**src/rtl/mem_pkg.sv**
```systemverilog
// Shared types and constants for the main-memory burst read path.
// Burst size encodings, controller states and the word-count helper.
package mem_pkg;

   typedef enum logic [1:0] {
      IDLE    = 2'd0,
      ISSUE   = 2'd1,
      COLLECT = 2'd2,
      DRAIN   = 2'd3
   } state_e;

   localparam logic [1:0] ACC_1W  = 2'b00;
   localparam logic [1:0] ACC_4W  = 2'b01;
   localparam logic [1:0] ACC_8W  = 2'b10;
   localparam logic [1:0] ACC_16W = 2'b11;

   localparam logic [31:0] MEM_START_ADDR = 32'h8002_0000;

   function automatic logic [4:0] burst_words(input logic [1:0] size);
      logic [4:0] w;
      case (size)
         ACC_1W:  w = 5'd1;
         ACC_4W:  w = 5'd4;
         ACC_8W:  w = 5'd8;
         ACC_16W: w = 5'd16;
         default: w = 5'd1;
      endcase
      return w;
   endfunction

endpackage

```
**src/rtl/rd_fifo.sv**
```systemverilog
// Synchronous first-word-fall-through FIFO with a synchronous flush.
// Flush wins over a same-cycle push or pop.
module rd_fifo #(
   parameter int W     = 33,
   parameter int DEPTH = 16
) (
   input  logic                     clk,
   input  logic                     rst_n,
   input  logic                     flush,
   input  logic                     push,
   input  logic [W-1:0]             wdata,
   input  logic                     pop,
   output logic [W-1:0]             rdata,
   output logic                     empty,
   output logic [$clog2(DEPTH):0]   count
);

   localparam int AW = $clog2(DEPTH);
   localparam int CW = AW + 1;

   logic [W-1:0]  mem_q [DEPTH];
   logic [AW-1:0] wr_q, wr_d;
   logic [AW-1:0] rd_q, rd_d;
   logic [CW-1:0] cnt_q, cnt_d;
   logic          do_push;
   logic          do_pop;

   assign empty   = (cnt_q == '0);
   assign count   = cnt_q;
   assign rdata   = mem_q[rd_q];
   assign do_push = push && !flush;
   assign do_pop  = pop && !empty && !flush;

   always_comb begin
      wr_d  = wr_q;
      rd_d  = rd_q;
      cnt_d = cnt_q;
      if (flush) begin
         wr_d  = '0;
         rd_d  = '0;
         cnt_d = '0;
      end else begin
         if (do_push) wr_d = wr_q + AW'(1);
         if (do_pop)  rd_d = rd_q + AW'(1);
         cnt_d = cnt_q + CW'(do_push) - CW'(do_pop);
      end
   end

   always_ff @(posedge clk or negedge rst_n) begin
      if (!rst_n) begin
         wr_q  <= '0;
         rd_q  <= '0;
         cnt_q <= '0;
      end else begin
         wr_q  <= wr_d;
         rd_q  <= rd_d;
         cnt_q <= cnt_d;
      end
   end

   always_ff @(posedge clk) begin
      if (do_push) mem_q[wr_q] <= wdata;
   end

endmodule

```
**src/rtl/mem_burst_rd_ctrl.sv**
```systemverilog
// Burst read front end: issues one memory burst at a time and buffers
// the returned words, tagging the last word of each burst.
module mem_burst_rd_ctrl
   import mem_pkg::*;
#(
   parameter int ADDR_W     = 32,
   parameter int DATA_W     = 32,
   parameter int FIFO_DEPTH = 16
) (
   input  logic              clk,
   input  logic              rst_n,
   input  logic              req_valid,
   output logic              req_ready,
   input  logic [ADDR_W-1:0] req_addr,
   input  logic [1:0]        req_size,
   output logic              rsp_valid,
   input  logic              rsp_ready,
   output logic [DATA_W-1:0] rsp_data,
   output logic              rsp_last,
   input  logic              flush,
   output logic [ADDR_W-1:0] mem_addr,
   output logic [1:0]        mem_acc_size,
   output logic              mem_enable,
   output logic              mem_wren,
   input  logic              mem_busy,
   input  logic [DATA_W-1:0] mem_rdata
);

   localparam int CW = $clog2(FIFO_DEPTH) + 1;
   localparam logic [ADDR_W-1:0] ALIGN_MASK = ~ADDR_W'(3);

   state_e            state_q, state_d;
   logic [4:0]        cnt_q, cnt_d;
   logic [ADDR_W-1:0] addr_q, addr_d;
   logic [1:0]        size_q, size_d;

   logic [4:0]        words_q;
   logic              beat_last;
   logic [CW-1:0]     occ;
   logic [CW-1:0]     outstanding;
   logic [CW-1:0]     free;
   logic              push;
   logic              pop;
   logic              fifo_empty;
   logic [DATA_W:0]   head;

   assign words_q   = burst_words(size_q);
   assign beat_last = (cnt_q == words_q - 5'd1);

   // Words still owed by the memory stay reserved so a burst never overflows.
   assign outstanding = (state_q == ISSUE || state_q == COLLECT)
                      ? CW'(words_q - cnt_q) : '0;
   assign free = CW'(FIFO_DEPTH) - occ - outstanding;

   assign mem_addr     = addr_q;
   assign mem_acc_size = size_q;
   assign mem_wren     = 1'b0;

   assign rsp_valid = !fifo_empty && !flush;
   assign rsp_data  = fifo_empty ? '0 : head[DATA_W-1:0];
   assign rsp_last  = !fifo_empty && head[DATA_W];
   assign pop       = rsp_valid && rsp_ready;

   always_comb begin
      state_d    = state_q;
      cnt_d      = cnt_q;
      addr_d     = addr_q;
      size_d     = size_q;
      req_ready  = 1'b0;
      mem_enable = 1'b0;
      push       = 1'b0;
      unique case (state_q)
         IDLE: begin
            req_ready = !flush && (free >= CW'(burst_words(req_size)));
            if (req_valid && req_ready) begin
               addr_d  = req_addr & ALIGN_MASK;
               size_d  = req_size;
               state_d = ISSUE;
            end
         end
         ISSUE: begin
            mem_enable = 1'b1;
            cnt_d      = '0;
            state_d    = flush ? DRAIN : COLLECT;
         end
         COLLECT: begin
            if (mem_busy) begin
               cnt_d = cnt_q + 5'd1;
               push  = 1'b1;
            end
            if (mem_busy && beat_last) state_d = IDLE;
            else if (flush)            state_d = DRAIN;
         end
         DRAIN: begin
            if (mem_busy) begin
               cnt_d = cnt_q + 5'd1;
               if (beat_last) state_d = IDLE;
            end
         end
         default: state_d = IDLE;
      endcase
   end

   always_ff @(posedge clk or negedge rst_n) begin
      if (!rst_n) begin
         state_q <= IDLE;
         cnt_q   <= '0;
         addr_q  <= '0;
         size_q  <= '0;
      end else begin
         state_q <= state_d;
         cnt_q   <= cnt_d;
         addr_q  <= addr_d;
         size_q  <= size_d;
      end
   end

   rd_fifo #(
      .W     (DATA_W + 1),
      .DEPTH (FIFO_DEPTH)
   ) u_fifo (
      .clk   (clk),
      .rst_n (rst_n),
      .flush (flush),
      .push  (push),
      .wdata ({push && beat_last, mem_rdata}),
      .pop   (pop),
      .rdata (head),
      .empty (fifo_empty),
      .count (occ)
   );

endmodule
```
**config.mk**
```make
export PLATFORM = sky130hd
export DESIGN_NAME = mem_burst_rd_ctrl
export DESIGN_NICKNAME = d
export VERILOG_FILES = /design/src/rtl/mem_pkg.sv /design/src/rtl/rd_fifo.sv /design/src/rtl/mem_burst_rd_ctrl.sv
export SDC_FILE = /design/constraint.sdc
export NUM_CORES = 1
export LEC_CHECK = 0
export BUFFER_PORTS_ARGS = -buffer_cell sky130_fd_sc_hd__buf_2
export CORE_ASPECT_RATIO = 0.7
export CORE_MARGIN = 4
export CORE_UTILIZATION = 47
export CTS_BUF_LIST = sky130_fd_sc_hd__clkbuf_8
export DETAILED_ROUTE_END_ITERATION = 8
export GPL_ROUTABILITY_DRIVEN = 0
export SLEW_MARGIN = 15
export SYNTH_ARGS = -nofsm -noshare
export SYNTH_HDL_FRONTEND = slang
export SYNTH_HIERARCHICAL = 1
export SYNTH_SLANG_ARGS = --single-unit
```
**constraint.sdc**
```tcl
create_clock -name clk -period 13.9 [get_ports clk]
set_input_delay 4.17 -clock clk [delete_from_list [all_inputs] [get_ports clk]]
set_output_delay 4.17 -clock clk [all_outputs]
set_load 0.1 [all_outputs]
```
* Word-level counts from Yosys, hierarchy flattened
Memory sizes are Yosys's and may differ from the RTL's.
Index checks and enable logic that the tools add are counted.
** Storage, ports and cells
- Flip-flop bits (word level) :: 52
- Memory bits (writable) :: 528
- Input port bits :: 72
- Logic and storage cells :: 82
- Memories kept :: 1
** Cells by class
- $add $sub $neg :: 9
- Order comparisons :: 1
- Equal/unequal tests :: 15
- Mux-type cells :: 25
- Reduce and logical (&&, ||, !) cells :: 24
** Memory list
- u_fifo.mem_q :: depth 16, width 33, read ports 1, clocked after Yosys merged registers in 0, write ports 1, RTL line rd_fifo.sv:21 : logic [W-1:0] mem_q [DEPTH];
** Operators with widths (number)
- $pmux 5 s4 :: 2
- $mux 32 :: 1
- $mux 5 :: 4
- $mux 4 :: 4
- $eq 2x2->1 const B :: 6
- $logic_and 1x1->1 :: 10
- $mux 2 :: 5
- $pmux 5 s2 :: 1
- $sub 5x5->5 :: 2
- $add 4x1->4 const B :: 2
- $pmux 2 s4 :: 1
- $mux 1 :: 7
- $eq 2x1->1 const B :: 3
- $logic_not 2->1 :: 3
- $ne 2x2->1 const B :: 3
- $reduce_bool 2->1 :: 3
- $add 5x1->5 :: 1
- $add 5x1->5 const B :: 1
- $eq 5x5->1 :: 1
- $ge 5x5->1 :: 1
- $logic_not 5->1 :: 1
- $sub 5x1->5 :: 1
- $sub 5x1->5 const B :: 1
- $sub 5x5->5 const A :: 1
- 7 further kinds :: 9

* Longest topological paths before layout
Gate-level depths: netlist of the first run.
- Depth after elaboration :: 10
- Depth in mapped cells :: 19
- Depth with buffers taken out :: 18

* Hierarchy
The synthesis of the first run kept the hierarchy.
** Modules (own cells, without submodules)
- rd_fifo :: times used 1, cells an instance 1045, area each 21429.3 um2
- mem_burst_rd_ctrl :: times used 1, cells an instance 224, area each 2416.1 um2

* Worst setup path before layout of the first run
OpenSTA, ideal clock, no wires.
- Path kind :: input to output
- From :: input port req_size[0]
- To :: output port req_ready
- Arrival :: 5.690 ns
- Path slack :: 4.040 ns
- Stages :: 6
- Buffers on the path :: 0
- Cells stage by stage :: nand2b_1 -> ha_1 -> o211ai_1 -> o21a_2 -> nor2_1 -> and2_1
** Between the ends
- Cells in the longest elaborated chain, start to end :: 6
- Elaborated cells between the ends (all ways) :: 9
- Those cells by class :: 1 x order compare; 3 x eq/ne; 3 x mux; 2 x reduce/logical
** Ends and longest elaborated chain
- start: declaration :: RTL line mem_burst_rd_ctrl.sv:15 : input logic [1:0] req_size,
- $eq 2x2->1 (tied with other cells) :: RTL line mem_pkg.sv:21 : case (size)
- $pmux 5 s4 (*) :: RTL line mem_pkg.sv:21
- $mux 5 (*) :: RTL line mem_burst_rd_ctrl.sv:72 : unique case (state_q)
- $ge 5x5->1 (*) :: RTL line mem_burst_rd_ctrl.sv:74 : req_ready = !flush && (free >= CW'(burst_words(req_size)));
- $logic_and 1x1->1 (*) :: RTL line mem_burst_rd_ctrl.sv:74
- $mux 1 (*) :: RTL line mem_burst_rd_ctrl.sv:72
- end: declaration :: RTL line mem_burst_rd_ctrl.sv:13 : output logic req_ready,
Mark *: on every way between the ends. The rest lies on a longest branch, timed or not. The select of a mux whose other input is x is not followed.

* Worst setup path in the final report of the first run
Same ends and word-level chain as after synthesis.

==> results of run 1 <==
## flip-flops by register name (all words and copies together), names as in the netlist
signal and cells:
u_fifo/wr_q 4, u_fifo/rd_q 4, state_q 2, mem_addr 30
mem_acc_size 2, u_fifo/count 5, cnt_q 5, u_fifo/mem_q 528
## layout make-up
cell class | count | area share, %
multi-input cells | 599 | 22.7
flip-flops and latches | 580 | 64.7
clock buffers | 87 | 4.51
well taps | 665 | 3.14
repair buffers | 160 | 3.28
inverters | 26 | 0.368
clock inverters | 75 | 1.31
## routing by layer
| layer | vias up | routed length [um] |
|---|---|---|
| met3 | 61 | 2710 |
| met1 | 6318 | 24800 |
| met4 | 2 | 890 |
| li1 | 5459 | - |
| met2 | 302 | 24000 |
| met5 | - | 8 |
## Yosys cell counts, drive strengths merged (6+ instances only)
cell type,number,area (um2)
mux2i,133,1330
o21ai,39,195
xnor2,8,70.1
a21oi,11,70.1
nand3,6,30.0
nor2,17,63.8
clkbuf,19,82.6
buf,47,508
edfxtp,528,15900
a22oi,33,248
mux2,32,360
inv,25,93.8
xor2,8,70.1
ha,32,400
and2,21,134
mux4,66,1490
nor2b,41,264
nand2,46,173
dfrtp,52,1300
a221oi,66,785
## power by group
part	leakage (nW)	total (mW)	internal (mW)	switching, mW
registers	5.40	2.03	1.97	0.0532
clock network	0.928	1.25	0.607	0.645
logic	2.65	1.63	0.430	1.20
total	8.98	4.91	3.01	1.90
## logic make-up (layout without fill, tap and decap cells)
family          after synthesis  count (layout)  share of synthesized area (%)
compound gates              163             163                           5.97
flops                       580             580                           71.9
other cells                   1               3                         0.0157
mux                         231             231                           13.3
simple gates                152             152                           3.42
xor+xnor                     16              16                          0.588
buf+inv                      92             348                           2.89
fa+ha+maj                    34              34                           1.85
## how the worst max path moves through the flow
stage / startpoint / end / slack [ns] / cells past startpoint
floorplan: req_size[0] / req_ready / 4.04 / 6
global route: req_size[1] / req_ready / 3.93 / 8
finish: req_size[0] / req_ready / 4.05 / 8
global placement: req_size[0] / req_ready / 4.06 / 8
CTS: req_size[0] / req_ready / 4.04 / 8
detailed placement: req_size[0] / req_ready / 4.05 / 8
## metrics by stage
step | area [um2] | total power, mW | utilization, % | setup slack (ns) | hold WS (ns)
2_1_floorplan | 23900 | 3.44 | - | 4.04 | 0.497
3_3_place_gp | 25000 | 3.70 | 50.3 | 4.06 | 0.469
3_5_place_dp | 25000 | 3.71 | 50.3 | 4.05 | 0.475
4_1_cts | 26500 | 4.97 | 53.4 | 4.04 | 0.489
5_1_grt | 26500 | 5.15 | 53.4 | 3.93 | 0.505
6_report | 26500 | 4.91 | 53.4 | 4.05 | 0.485
## critical path, stage by stage
cell and delay [ns]:
sky130_fd_sc_hd__buf_2 0.13, sky130_fd_sc_hd__nand2b_1 0.15, sky130_fd_sc_hd__ha_1 0.27, sky130_fd_sc_hd__o211ai_1 0.09
sky130_fd_sc_hd__o21a_2 0.21, sky130_fd_sc_hd__nor2_1 0.11, sky130_fd_sc_hd__and2_1 0.14, sky130_fd_sc_hd__buf_2 0.42
==> results.md, run 1 <==
- Outcome: finished, final reports clean
- RSZ-0062 raised after global routing: no
- Required time at the endpoint of the critical path: 9.73 ns
- Number of nets at the end of the flow: between 1,500 and 2,000
- Endpoint with the worst hold slack: mem_addr[26]$_DFFE_PN0P_
- Half-perimeter wire length of the detailed placement result: about 27,000 um
- Setup slack of the most critical reg-to-reg path: 9.52 ns
- Area of the die: 54,500 um2
- Maximum number of pins on one net before global-route repair: 134
- Vias in the first global route: around 13,000
- DRC violations left: 0
- Register area share after synthesis: between 70% and 80%
- All-layer global routing usage: between 15 and 20%
- Most common cell after layout, fill and taps aside: sky130_fd_sc_hd__edfxtp_1
- Number of enable-type register cells in the synthesized netlist: roughly 530
- Critical hold path startpoint: mem_addr[26]$_DFFE_PN0P_
- Number of hold-repair buffers added at the cts stage: 0
- Endpoint of the most critical register-to-register path: mem_addr[10]$_DFFE_PN0P_
- Top_reg_cell synth: sky130_fd_sc_hd__edfxtp_1
- Peak-usage layer in the global routing report: met2
- Final wirelength: approximately 52,000 um
- Antenna cell count: 0
- Path depth of the worst reg2reg path: 19
- Met2 demand-to-capacity share in global routing: just under 30%
- Critical path arrival: approximately 5.7 ns
- Average size of a mapped cell: ~19 um2
- Clock edge transition at the registers on the reported setup and hold paths: roughly 0.06 ns
- Commonest cells after routing, fill and taps aside: sky130_fd_sc_hd__edfxtp_1 (528), sky130_fd_sc_hd__buf_2 (137), sky130_fd_sc_hd__mux2i_1 (133)
- Period utilization: a little over 70%
- Number of distinct library cells after synthesis: 56
- CP Capture Type: output port
- Yosys warning total: 6
- Number of clock buffers inserted by TritonCTS: 86
- Total iterations of the first detailed-routing run: 5
- Fraction of registers with async set or reset after synthesis: under 10%
- Post-route setup TNS: 0 ns
- Worst-case clock buffer depth: 3
- Number of register bits inferred by synthesis: 580
- Type of the worst setup path: in2out
- Multi-input gate area in the final layout: about 6000 um2
- Die Wd: between 200 and 300 um
- Root buffer selected by CTS: sky130_fd_sc_hd__clkbuf_8
- Minimum clock period: 9.85 ns
- Layout Skew: approximately 0.027 ns
- Number of setup buffers added after CTS: 0
- Number of cells on the worst hold path: 1
- Pins over their slew limit: 0
- Sinks on Clock Net: 580
- Floorplan Core Area: approximately 50,000 um2
- Sum of overflow across all layers after global routing: 0
- Total area of sequential cells: ~17,000 um2
- Leakage power total: 8.98 nW
- Peak supply drop: 0.186 mV
- Cell Rows: 68
- Layout-stage area growth over the synthesis result: 11.3%
- Input/output buffers: about 140
- Post-Synthesis Cells: around 1,300
- Measured slew at the worst slew-check pin: ~1.2 ns
- Global routing usage on met1: between 20% and 30%
- Number of violations reported at the end of detailed-routing iteration 0: slightly below 900
- Power per standard cell area: 185 nW/um2
- Slew Limit Headroom: between 20% and 30%
- Critical R2R Launch: mem_acc_size[1]$_DFFE_PN0P_
- Post-CTS sizing: 0
- Skew-Pair Late Insertion Delay: about 0.67 ns
- Number of setup violations in the final report: 0
- Layout cell share with drive strength beyond 1: 25.6%
- Count of boundary I/O pins: 143
- Number of H-tree levels: 3
- Non-filler cells in the finished layout: 2,192
- Class of the tightest hold or removal check: reg2reg
- Antenna violations before repair: 1
- Worst-path fanout max: 5
- Total via count in the routed design: approximately 12,000
- Mapped Area: 23,800 um2
- Top achievable clock speed: around 0.10 GHz
- Global routing met3 resource utilization: a little over 4%
- Vias per cell: ~5.5
- TritonCTS clock tree: done
- Filler Cell Count: ~4,100
- Initial Util: 48.0%
- Number of antenna-violating nets in the routed design: 0
- Routed wire per std cell: between 20 and 25 um
- Critical Path Start Type: input port
- First-pass GRT wire length: 79,100 um
- Number of endpoints with negative hold slack in the final report: 0
- Die Ht: approximately 200 um
- Placed Cells: roughly 2,000
- Maximum Capacitance Violations: 0
Power figures use the tool's default switching activity.
==> inputs of run 2 (changes only) <==
--- a/config.mk
+++ b/config.mk
@@ -12,6 +12,7 @@
 export CTS_BUF_LIST = sky130_fd_sc_hd__clkbuf_8
 export DETAILED_ROUTE_END_ITERATION = 8
 export GPL_ROUTABILITY_DRIVEN = 0
+export PLACE_DENSITY = 0.67
 export SLEW_MARGIN = 15
 export SYNTH_ARGS = -nofsm -noshare
 export SYNTH_HDL_FRONTEND = slang
==> constraint.sdc (replaced) <==
create_clock -name clk -period 8.35 [get_ports clk]
set_input_delay 2.505 -clock clk [delete_from_list [all_inputs] [get_ports clk]]
set_output_delay 2.505 -clock clk [all_outputs]
set_load 0.1 [all_outputs]
==> results.md, run 2 (same netlist as run 1, synthesis figures left out) <==
- Post-route setup TNS: 0 ns (unchanged)
- Layout-stage area growth over the synthesis result: 11.7% (was 11.3%)
- Class of the tightest hold or removal check: reg2reg (unchanged)
- Number of violations reported at the end of detailed-routing iteration 0: 973 (was 866)
- Most common cell after layout, fill and taps aside: sky130_fd_sc_hd__edfxtp_1 (unchanged)
- Period utilization: 85.1%
- Number of hold-repair buffers added at the cts stage: 0 (unchanged)
- Post-route standard cell area excluding fillers: 26,600 um2 (was 26,500 um2)
- Number of setup violations in the final report: 0 (unchanged)
- Root buffer selected by CTS: sky130_fd_sc_hd__clkbuf_8 (unchanged)
- Sinks on Clock Net: 580 (unchanged)
- Filler Cell Count: 3,966 (was 4,051)
- Worst-case clock buffer depth: 3 (unchanged)
- Count of boundary I/O pins: 143 (unchanged)
- Cell Rows: 68 (unchanged)
- Total area of sequential cells: 17,200 um2 (about the same)
- Multi-input gate area in the final layout: 6030 um2 (unchanged)
- Required time at the endpoint of the critical path: 5.85 ns (was 9.73 ns)
- Measured slew at the worst slew-check pin: 1.08 ns (was 1.19 ns)
- Register bank with the most flops: u_fifo/mem_q (unchanged)
- TritonCTS clock tree: done (unchanged)
- All-layer global routing usage: 18.7% (was 19.3%)
- Worst slack at placement: 1.83 ns (was 4.05 ns)
- Critical R2R Launch: mem_acc_size[1]$_DFFE_PN0P_ (unchanged)
- Final wirelength: 51,100 um (was 52,400 um)
- Critical Path Start Type: register (was input port)
- Layout Skew: 0.0187 ns (was 0.0274 ns)
- Number of endpoints with negative hold slack in the final report: 0 (unchanged)
- Maximum number of pins on one net before global-route repair: 55 (was 134)
- Post-CTS sizing: 0 (unchanged)
- Number of H-tree levels: 3 (unchanged)
- Maximum Capacitance Violations: 0 (unchanged)
- Layout cell share with drive strength beyond 1: 26.8% (was 25.6%)
- Slew Limit Headroom: 28.2% (was 20.4%)
- Critical hold path startpoint: mem_addr[31]$_DFFE_PN0P_ (was mem_addr[26]$_DFFE_PN0P_)
- Total via count in the routed design: 12,300 (was 12,100)
- CP Capture Type: output port (unchanged)
- Number of setup buffers added after CTS: 0 (unchanged)
- Critical path arrival: 4.60 ns (was 5.68 ns)
- Skew-Pair Late Insertion Delay: 0.63 ns (was 0.67 ns)
- Half-perimeter wire length of the detailed placement result: 26,900 um (was 27,300 um)
- Worst-path fanout max: 9 (was 5)
- Input/output buffers: 137 (unchanged)
- Routed wire per std cell: 23.3 um (was 23.9 um)
- Top achievable clock speed: about 0.14 GHz
- Number of nets at the end of the flow: 1,565 (was 1,559)
- Clock edge transition at the registers on the reported setup and hold paths: 0.06 ns (about the same)
- Number of antenna-violating nets in the routed design: 0 (unchanged)
- Area of the die: 54,500 um2 (unchanged)
- Minimum clock period: roughly 7.1 ns
- Vias per cell: 5.60 (was 5.54)
- Fin Hold WS: 0.487 ns (was 0.485 ns)
- Core occupancy in the finished layout: 53.6% (was 53.4%)
- CP startpoint: mem_acc_size[1]$_DFFE_PN0P_ (was req_size[0])
- Final Worst Setup Slack: 1.24 ns (was 4.05 ns)
- Peak supply drop: 0.326 mV (was 0.186 mV)
- Leakage power total: 9.01 nW (was 8.98 nW)
- Initial Util: 48.0% (unchanged)
- Commonest cells after routing, fill and taps aside: sky130_fd_sc_hd__edfxtp_1 (528), sky130_fd_sc_hd__buf_2 (137), sky130_fd_sc_hd__mux2i_1 (133) (unchanged)
- RSZ-0062 raised after global routing: no (unchanged)
- Die Ht: 196 um (unchanged)
- Floorplan Core Area: 49,700 um2 (unchanged)
- First-pass GRT wire length: 77,100 um (was 79,100 um)
- Power per standard cell area: 308 nW/um2 (was 185 nW/um2)
- Antenna violations before repair: 3 (was 1)
- Pins over their slew limit: 0 (unchanged)
- Type of the worst setup path: reg2out (was in2out)
- Area post-placement: 25,100 um2 (was 25,000 um2)
- Sum of overflow across all layers after global routing: 0 (unchanged)
- Outcome: finished, final reports clean (unchanged)
- Die Wd: 277 um (unchanged)
- DRC violations left: 0 (unchanged)
- Total iterations of the first detailed-routing run: 7 (was 5)
- Vias in the first global route: 12,500 (about the same)
- Flip-flop count of the largest register after layout: 528 (unchanged)
- Number of clock buffers inserted by TritonCTS: 87 (was 86)
- Antenna cell count: 0 (unchanged)
==> run 2: path summary, 6_finish.rpt <==
| kind | slack (ns) | depth (start not counted) | end |
|---|---|---|---|
| hold reg to reg | 0.49 | 1 | mem_addr[31]$_DFFE_PN0P_ |
| max in group asynchronous | 5.84 | 2 | u_fifo/rd_q[0]$_DFFE_PN0P_ |
| setup reg to reg | 3.86 | 19 | mem_addr[27]$_DFFE_PN0P_ |
| min in group asynchronous | 2.00 | 2 | mem_addr[11]$_DFFE_PN0P_ |
| hold / removal | 0.49 | 1 | mem_addr[31]$_DFFE_PN0P_ |
| setup / recovery | 1.24 | 18 | req_ready |
==> run 2: worst max-delay path: stages, from the launching register on <==
cell                       delay (ns)
sky130_fd_sc_hd__dfrtp_1         0.46
sky130_fd_sc_hd__or2_2           0.34
sky130_fd_sc_hd__ha_1            0.19
sky130_fd_sc_hd__inv_1           0.07
sky130_fd_sc_hd__ha_1            0.18
sky130_fd_sc_hd__xor2_1          0.14
sky130_fd_sc_hd__nand2_1         0.09
sky130_fd_sc_hd__ha_1            0.33
sky130_fd_sc_hd__ha_1            0.30
sky130_fd_sc_hd__a21o_1          0.15
sky130_fd_sc_hd__a21oi_1         0.17
sky130_fd_sc_hd__xnor2_1         0.17
sky130_fd_sc_hd__xnor2_1         0.10
sky130_fd_sc_hd__ha_1            0.30
sky130_fd_sc_hd__o211ai_1        0.08
sky130_fd_sc_hd__o21a_2          0.22
sky130_fd_sc_hd__nor2_1          0.11
sky130_fd_sc_hd__and2_1          0.14
sky130_fd_sc_hd__buf_2           0.42
==> run 2: through the flow <==
stage / instances / power (mW)
6_report: 2196 / 8.21
5_1_grt: 2196 / 8.60
4_1_cts: 2196 / 8.30
3_5_place_dp: 2035 / 6.19
3_3_place_gp: 2035 / 6.17
2_1_floorplan: 1271 / 5.73
==> run 2: area by class of cell <==
type / count / area share, %
well taps: 665 / 3.12
inverters: 26 / 0.366
flip-flops and latches: 580 / 64.4
repair buffers: 165 / 3.50
multi-input cells: 599 / 22.6
clock buffers: 95 / 4.91
clock inverters: 66 / 1.06
==> run 2: layer usage <==
layer	part of all wire [%]	GRT usage [%]	wire length [um]
met5	0.055	0	28
met3	6.1	3.96	3110
met4	1.9	4.71	956
met2	48	30.0	24400
met1	44	26.5	22600
==> run 2: where the power goes <==
part	switching, mW	leakage (nW)	internal, mW
Combinational	2.00	2.68	0.723
Clock	1.06	0.920	1.05
Sequential	0.0984	5.41	3.28
Total	3.15	9.01	5.06
